`config.mk`:
```
export PLATFORM = sky130hd
export DESIGN_NAME = lnl_spi_loader
export DESIGN_NICKNAME = d
export VERILOG_FILES = /design/src/rtl/lnl_spi_loader.sv
export SDC_FILE = /design/constraint.sdc
export NUM_CORES = 1
export LEC_CHECK = 0
export CORE_ASPECT_RATIO = 1.25
export CORE_MARGIN = 1
export CORE_UTILIZATION = 59
export DETAILED_ROUTE_END_ITERATION = 16
export GPL_TIMING_DRIVEN = 0
export PLACE_DENSITY = 0.9
export SETUP_SLACK_MARGIN = 0.2
export SYNTH_ARGS = -nofsm -noshare
export SYNTH_HDL_FRONTEND = slang
export SYNTH_SLANG_ARGS = --single-unit
export TNS_END_PERCENT = 50
```
`constraint.sdc`:
```
create_clock -name clk -period 3.7 [get_ports clk]
set_clock_uncertainty 0.2 [all_clocks]
set_input_delay 0.37 -clock clk [delete_from_list [all_inputs] [get_ports clk]]
set_output_delay 0.37 -clock clk [all_outputs]
set_load 0.03 [all_outputs]
```
`src/rtl/lnl_spi_loader.sv`:
```
// Serial program loader: collects 16-bit words from a clk-sampled SPI stream,
// treats the first word of a frame as a header (load address + run flag),
// writes every later word to consecutive memory addresses and optionally
// releases the CPU with a start PC when the frame closes cleanly.
module lnl_spi_loader #(
   parameter int ADDR_W      = 12,
   parameter int DATA_W      = 16,
   parameter int SYNC_STAGES = 2
) (
   input  logic              clk,
   input  logic              rst_n,
   input  logic              spi_din,
   input  logic              spi_csn,
   output logic              mem_we,
   output logic [ADDR_W-1:0] mem_addr,
   output logic [DATA_W-1:0] mem_wdata,
   output logic              cpu_hold,
   output logic              boot_go,
   output logic [ADDR_W-1:0] boot_pc,
   output logic              load_err
);

   localparam int CNT_W = $clog2(DATA_W);

   typedef enum logic [1:0] {
      S_IDLE,
      S_HDR,
      S_DATA,
      S_END
   } state_t;

   logic [SYNC_STAGES-1:0] dinSync_q;
   logic [SYNC_STAGES-1:0] csnSync_q;
   logic                   din_s;
   logic                   csn_s;

   state_t              state_q,     state_d;
   logic [DATA_W-1:0]   shift_q,     shift_d;
   logic [CNT_W-1:0]    bitCnt_q,    bitCnt_d;
   logic [ADDR_W-1:0]   addrCnt_q,   addrCnt_d;
   logic                run_q,       run_d;
   logic                goPend_q,    goPend_d;
   logic                memWe_q,     memWe_d;
   logic [ADDR_W-1:0]   memAddr_q,   memAddr_d;
   logic [DATA_W-1:0]   memWdata_q,  memWdata_d;
   logic                cpuHold_q,   cpuHold_d;
   logic                bootGo_q,    bootGo_d;
   logic [ADDR_W-1:0]   bootPc_q,    bootPc_d;
   logic                loadErr_q,   loadErr_d;

   // Synchronizer chains; chip-select idles deasserted so reset looks like "no frame".
   always_ff @(posedge clk or negedge rst_n) begin
      if (!rst_n) begin
         dinSync_q <= '0;
         csnSync_q <= '1;
      end else begin
         dinSync_q[0] <= spi_din;
         csnSync_q[0] <= spi_csn;
         for (int i = 1; i < SYNC_STAGES; i++) begin
            dinSync_q[i] <= dinSync_q[i-1];
            csnSync_q[i] <= csnSync_q[i-1];
         end
      end
   end

   assign din_s = dinSync_q[SYNC_STAGES-1];
   assign csn_s = csnSync_q[SYNC_STAGES-1];

   // Frame FSM: next state, word assembly, write strobe and boot handshake.
   always_comb begin
      state_d    = state_q;
      shift_d    = shift_q;
      bitCnt_d   = bitCnt_q;
      addrCnt_d  = addrCnt_q;
      run_d      = run_q;
      goPend_d   = goPend_q;
      memWe_d    = 1'b0;
      memAddr_d  = memAddr_q;
      memWdata_d = memWdata_q;
      cpuHold_d  = cpuHold_q;
      bootGo_d   = 1'b0;
      bootPc_d   = bootPc_q;
      loadErr_d  = loadErr_q;

      case (state_q)
         S_IDLE: begin
            if (!csn_s) begin
               state_d   = S_HDR;
               cpuHold_d = 1'b1;
               loadErr_d = 1'b0;
               bitCnt_d  = '0;
               goPend_d  = 1'b0;
            end
         end
         S_HDR, S_DATA: begin
            if (csn_s) begin
               state_d   = S_END;
               loadErr_d = (state_q == S_HDR) || (bitCnt_q != '0);
               goPend_d  = run_q && (state_q == S_DATA) && (bitCnt_q == '0);
            end else begin
               shift_d  = {shift_q[DATA_W-2:0], din_s};
               bitCnt_d = bitCnt_q + 1'b1;
               if (bitCnt_q == CNT_W'(DATA_W-1)) begin
                  bitCnt_d = '0;
                  if (state_q == S_HDR) begin
                     addrCnt_d = shift_d[ADDR_W-1:0];
                     bootPc_d  = shift_d[ADDR_W-1:0];
                     run_d     = shift_d[DATA_W-1];
                     state_d   = S_DATA;
                  end else begin
                     memWe_d    = 1'b1;
                     memAddr_d  = addrCnt_q;
                     memWdata_d = shift_d;
                     addrCnt_d  = addrCnt_q + 1'b1;
                  end
               end
            end
         end
         S_END: begin
            state_d   = S_IDLE;
            cpuHold_d = 1'b0;
            bootGo_d  = goPend_q;
            goPend_d  = 1'b0;
         end
         default: state_d = S_IDLE;
      endcase
   end

   // State and output registers; reset clears everything, memory is left untouched.
   always_ff @(posedge clk or negedge rst_n) begin
      if (!rst_n) begin
         state_q    <= S_IDLE;
         shift_q    <= '0;
         bitCnt_q   <= '0;
         addrCnt_q  <= '0;
         run_q      <= 1'b0;
         goPend_q   <= 1'b0;
         memWe_q    <= 1'b0;
         memAddr_q  <= '0;
         memWdata_q <= '0;
         cpuHold_q  <= 1'b0;
         bootGo_q   <= 1'b0;
         bootPc_q   <= '0;
         loadErr_q  <= 1'b0;
      end else begin
         state_q    <= state_d;
         shift_q    <= shift_d;
         bitCnt_q   <= bitCnt_d;
         addrCnt_q  <= addrCnt_d;
         run_q      <= run_d;
         goPend_q   <= goPend_d;
         memWe_q    <= memWe_d;
         memAddr_q  <= memAddr_d;
         memWdata_q <= memWdata_d;
         cpuHold_q  <= cpuHold_d;
         bootGo_q   <= bootGo_d;
         bootPc_q   <= bootPc_d;
         loadErr_q  <= loadErr_d;
      end
   end

   assign mem_we    = memWe_q;
   assign mem_addr  = memAddr_q;
   assign mem_wdata = memWdata_q;
   assign cpu_hold  = cpuHold_q;
   assign boot_go   = bootGo_q;
   assign boot_pc   = bootPc_q;
   assign load_err  = loadErr_q;

endmodule

```
==> flow_summary.ini <==
[run_status]
status = finished, final reports clean

[place]
gp_congestion = 0.840
port_buffers = 47
dp_hpwl_um = 5280
postPlaceCellArea_um2 = 4270
place_inst = 468
pre_cts_ws_ps = 1410

[setup_path]
cp-end-kind = flip-flop
worst-setup-path-type = reg -> reg
critPathMaxStageDelay_ps = 440
reg2reg_depth = 8
rr_startpoint = state_q[1]
crit_start = state_q[1]
critPathTopFamily = simple AND/OR/NAND/NOR gates
crit_path_start_kind = flip-flop
reg2reg_to = mem_addr[5]
crit_chain = inv_1, ha_1, and2b_4, nand2_8, nor2_8, buf_8, buf_12, mux2_4
crit_path_end = mem_addr[5]
cp_slowest_cell = dfrtp_1
crit_fanout = 10
worst-path-buf-inv = 3
cp.arrival_ps = 2390
ff2ff_setup_slack_ps = 1360
required_ps = 3750
crit_cells = 8

[sta]
post-route-min-period_ps = 2340
fmax_mhz = 428
rsz0062_at_grt = false
setup_viol = 0
finalSetupTns_ps = 0
fin_hold_ws_ps = 156
post-route-period-util = 0.632
drv_slew = 0
worst_slack_ps = 1360
hold_violations = 0
max-slew-margin-rel = 0.649
worstMarginPinSlew_ps = 527

[power_and_ir_drop]
pwr-share-clk = 0.270
power_density_nw_per_um2 = 611
power_switching_mw = 0.979
p_seq_frac = 0.445
p_leak_nw = 2.19
internal_power_mw = 1.78
p_sw_frac = 0.355
p_comb_frac = 0.284
ir_worst_vdd_uv = 418
finalPower_mw = 2.76

[detailed_routing]
drt_wl_total_um = 8020
via_per_inst = 5.70
drc = 0
route.vias.total = 2764
dr.pass1.iters = 4
antenna_left = 0
wl_per_cell_um = 16.5
first_iter_violations = 261

[flow_run]
max_cap_viol_count = 0

[clocking]
cts_max_path_buffers = 2
cts_root_buf = clkbuf_8
numClockSinks = 83
clock_latency_ps = 370
numCtsBuffers = 9
cts_tree = done
clkTransAtPathRegs_ps = 80
h-tree-depth = 3

[final_layout]
diodes = 0
layout-drive-gt1-share = 0.171
postLayoutCoreUtil = 0.766
fin_area_um2 = 4520
fin_nets = 409
final_cells = 485
syn2layout_area_growth_pct = 23.0

[global_routing]
grt-ovfl-total = 0
track_usage = 0.279
grt_max_degree = 52
antenna_found_initial = 0
grt_pass1_wl_um = 13800
grt_pass1_vias = 2870

[yosys]
ys_ff_latch = 83
yosysUniqueCellTypes = 44
yosysWarnings = 0
synth_area_um2 = 3670
synth_nets = 349
ys_seq_area_frac = 0.566
syn_area_per_cell_um2 = 10.9
syn_inst = 338

[floorplan]
rows = 31
start_util = 0.623
core-area_um2 = 5900
ios = 48
die_y_um = 90.2
die_x_um = 72.6
dieArea_um2 = 6550

[min_path]
hold_start = csnSync_q[0]
hold_path_class = reg -> reg
-- cell families after synthesis --
logic type / Yosys count / synth area share
AO/OA/AOI/OAI: 36 / 0.0671
AND/OR/NAND/NOR: 154 / 0.195
buffers and inverters: 26 / 0.0419
flip-flops: 83 / 0.566
multiplexers: 32 / 0.106
adder cells (fa/ha/maj): 7 / 0.0238
-- how the worst min path moves through the flow --
stage                   endpoint  slack, ps  cells past startpoint
global placement    dinSync_q[1]        130                      0
detailed placement  dinSync_q[1]        140                      0
global route        dinSync_q[1]        170                      0
CTS                 dinSync_q[1]        160                      0
finish              csnSync_q[1]        160                      0
floorplan           addrCnt_q[0]       -130                      0
-- flip-flops by register name, indices dropped and copies added, names as in the netlist --
signal / count
mem_wdata: 16
dinSync_q: 2
boot_go: 1
cpu_hold: 1
mem_we: 1
state_q: 2
addrCnt_q: 12
mem_addr: 12
csnSync_q: 2
goPend_q: 1
boot_pc: 12
shift_q: 15
run_q: 1
bitCnt_q: 4
load_err: 1
-- Yosys cell counts (all sizes together) --
cell type	number	area, um2
clkbuf	6	22.5
nor4	8	50.1
dfrtp	81	2030
o41ai	1	8.76
a22oi	4	30.0
o31ai	1	7.51
a21o	1	7.51
and4	1	8.76
or3b	2	17.5
a32o	1	10.0
nand2b	2	12.5
nand3b	1	7.51
or2	2	12.5
mux2i	4	40.0
a31oi	2	12.5
a22o	5	43.8
o22ai	2	12.5
o21ai	7	35.0
and2	1	6.26
o221a	2	22.5
dfstp	2	52.6
buf	11	97.6
inv	9	33.8
a21oi	8	40.0
nor2b	4	25.0
and3	4	25.0
nand2	98	384
nor2	14	68.8
mux2	28	349
and2b	1	10.0
o21bai	1	7.51
nand3	9	50.1
nand4	3	18.8
ha	7	87.6
nor3	4	20.0
a311oi	1	8.76
-- cell usage in the layout (no fill, tap or decap), types with 3 or more instances in the layout --
cell type | synthesis | final
a21oi_1 | 8 | 8
o21ai_0 | 7 | 7
mux2_4 | 9 | 9
nand3_1 | 8 | 8
nor2b_1 | 4 | 4
mux2i_1 | 4 | 4
nand2_1 | 97 | 97
clkbuf_8 | 0 | 11
a22oi_1 | 4 | 4
a22o_1 | 5 | 5
clkdlybuf4s50_1 | 0 | 46
dfrtp_1 | 81 | 81
nor2_1 | 13 | 13
buf_2 | 5 | 5
nor4_1 | 8 | 8
nor3_1 | 4 | 4
mux2_2 | 19 | 19
inv_1 | 9 | 9
ha_1 | 7 | 7
nand4_1 | 3 | 3
buf_4 | 2 | 3
and3_1 | 4 | 4
clkbuf_1 | 6 | 6
-- power by group through the flow --
stage | Sequential [mW] | Clock (mW) | Combinational [mW]
2_1_floorplan | 1.26 | 0 | 0.467
3_3_place_gp | 1.23 | 0 | 0.716
3_5_place_dp | 1.24 | 0 | 0.760
4_1_cts | 1.22 | 0.754 | 0.780
5_1_grt | 1.25 | 0.784 | 0.859
6_report | 1.23 | 0.746 | 0.784
-- final cells by class --
type | instances | area (um2)
Sequential cell | 83 | 2080
Multi-Input combinational cell | 229 | 1440
Fill cell | 382 | 1380
Timing Repair Buffer | 49 | 505
Clock buffer | 11 | 151
Buffer | 17 | 120
Tap cell | 82 | 103
Clock inverter | 5 | 85.1
Inverter | 9 | 33.8
-- per-layer routing --
metal	share of wire	vias up	GRT usage
li1	-	1272	-
met1	0.40	1351	0.351
met2	0.50	108	0.452
met3	0.059	33	0.0561
met4	0.038	0	0.147
met5	0	-	0
-- what timing repair did --
item	CTS	global route
hold buffers	1	0
resized for setup	0	0
hold endpoints to repair	30	0
endpoints found under the setup margin	0	0
setup buffers	0	0
(Power assumes the default switching activity.)
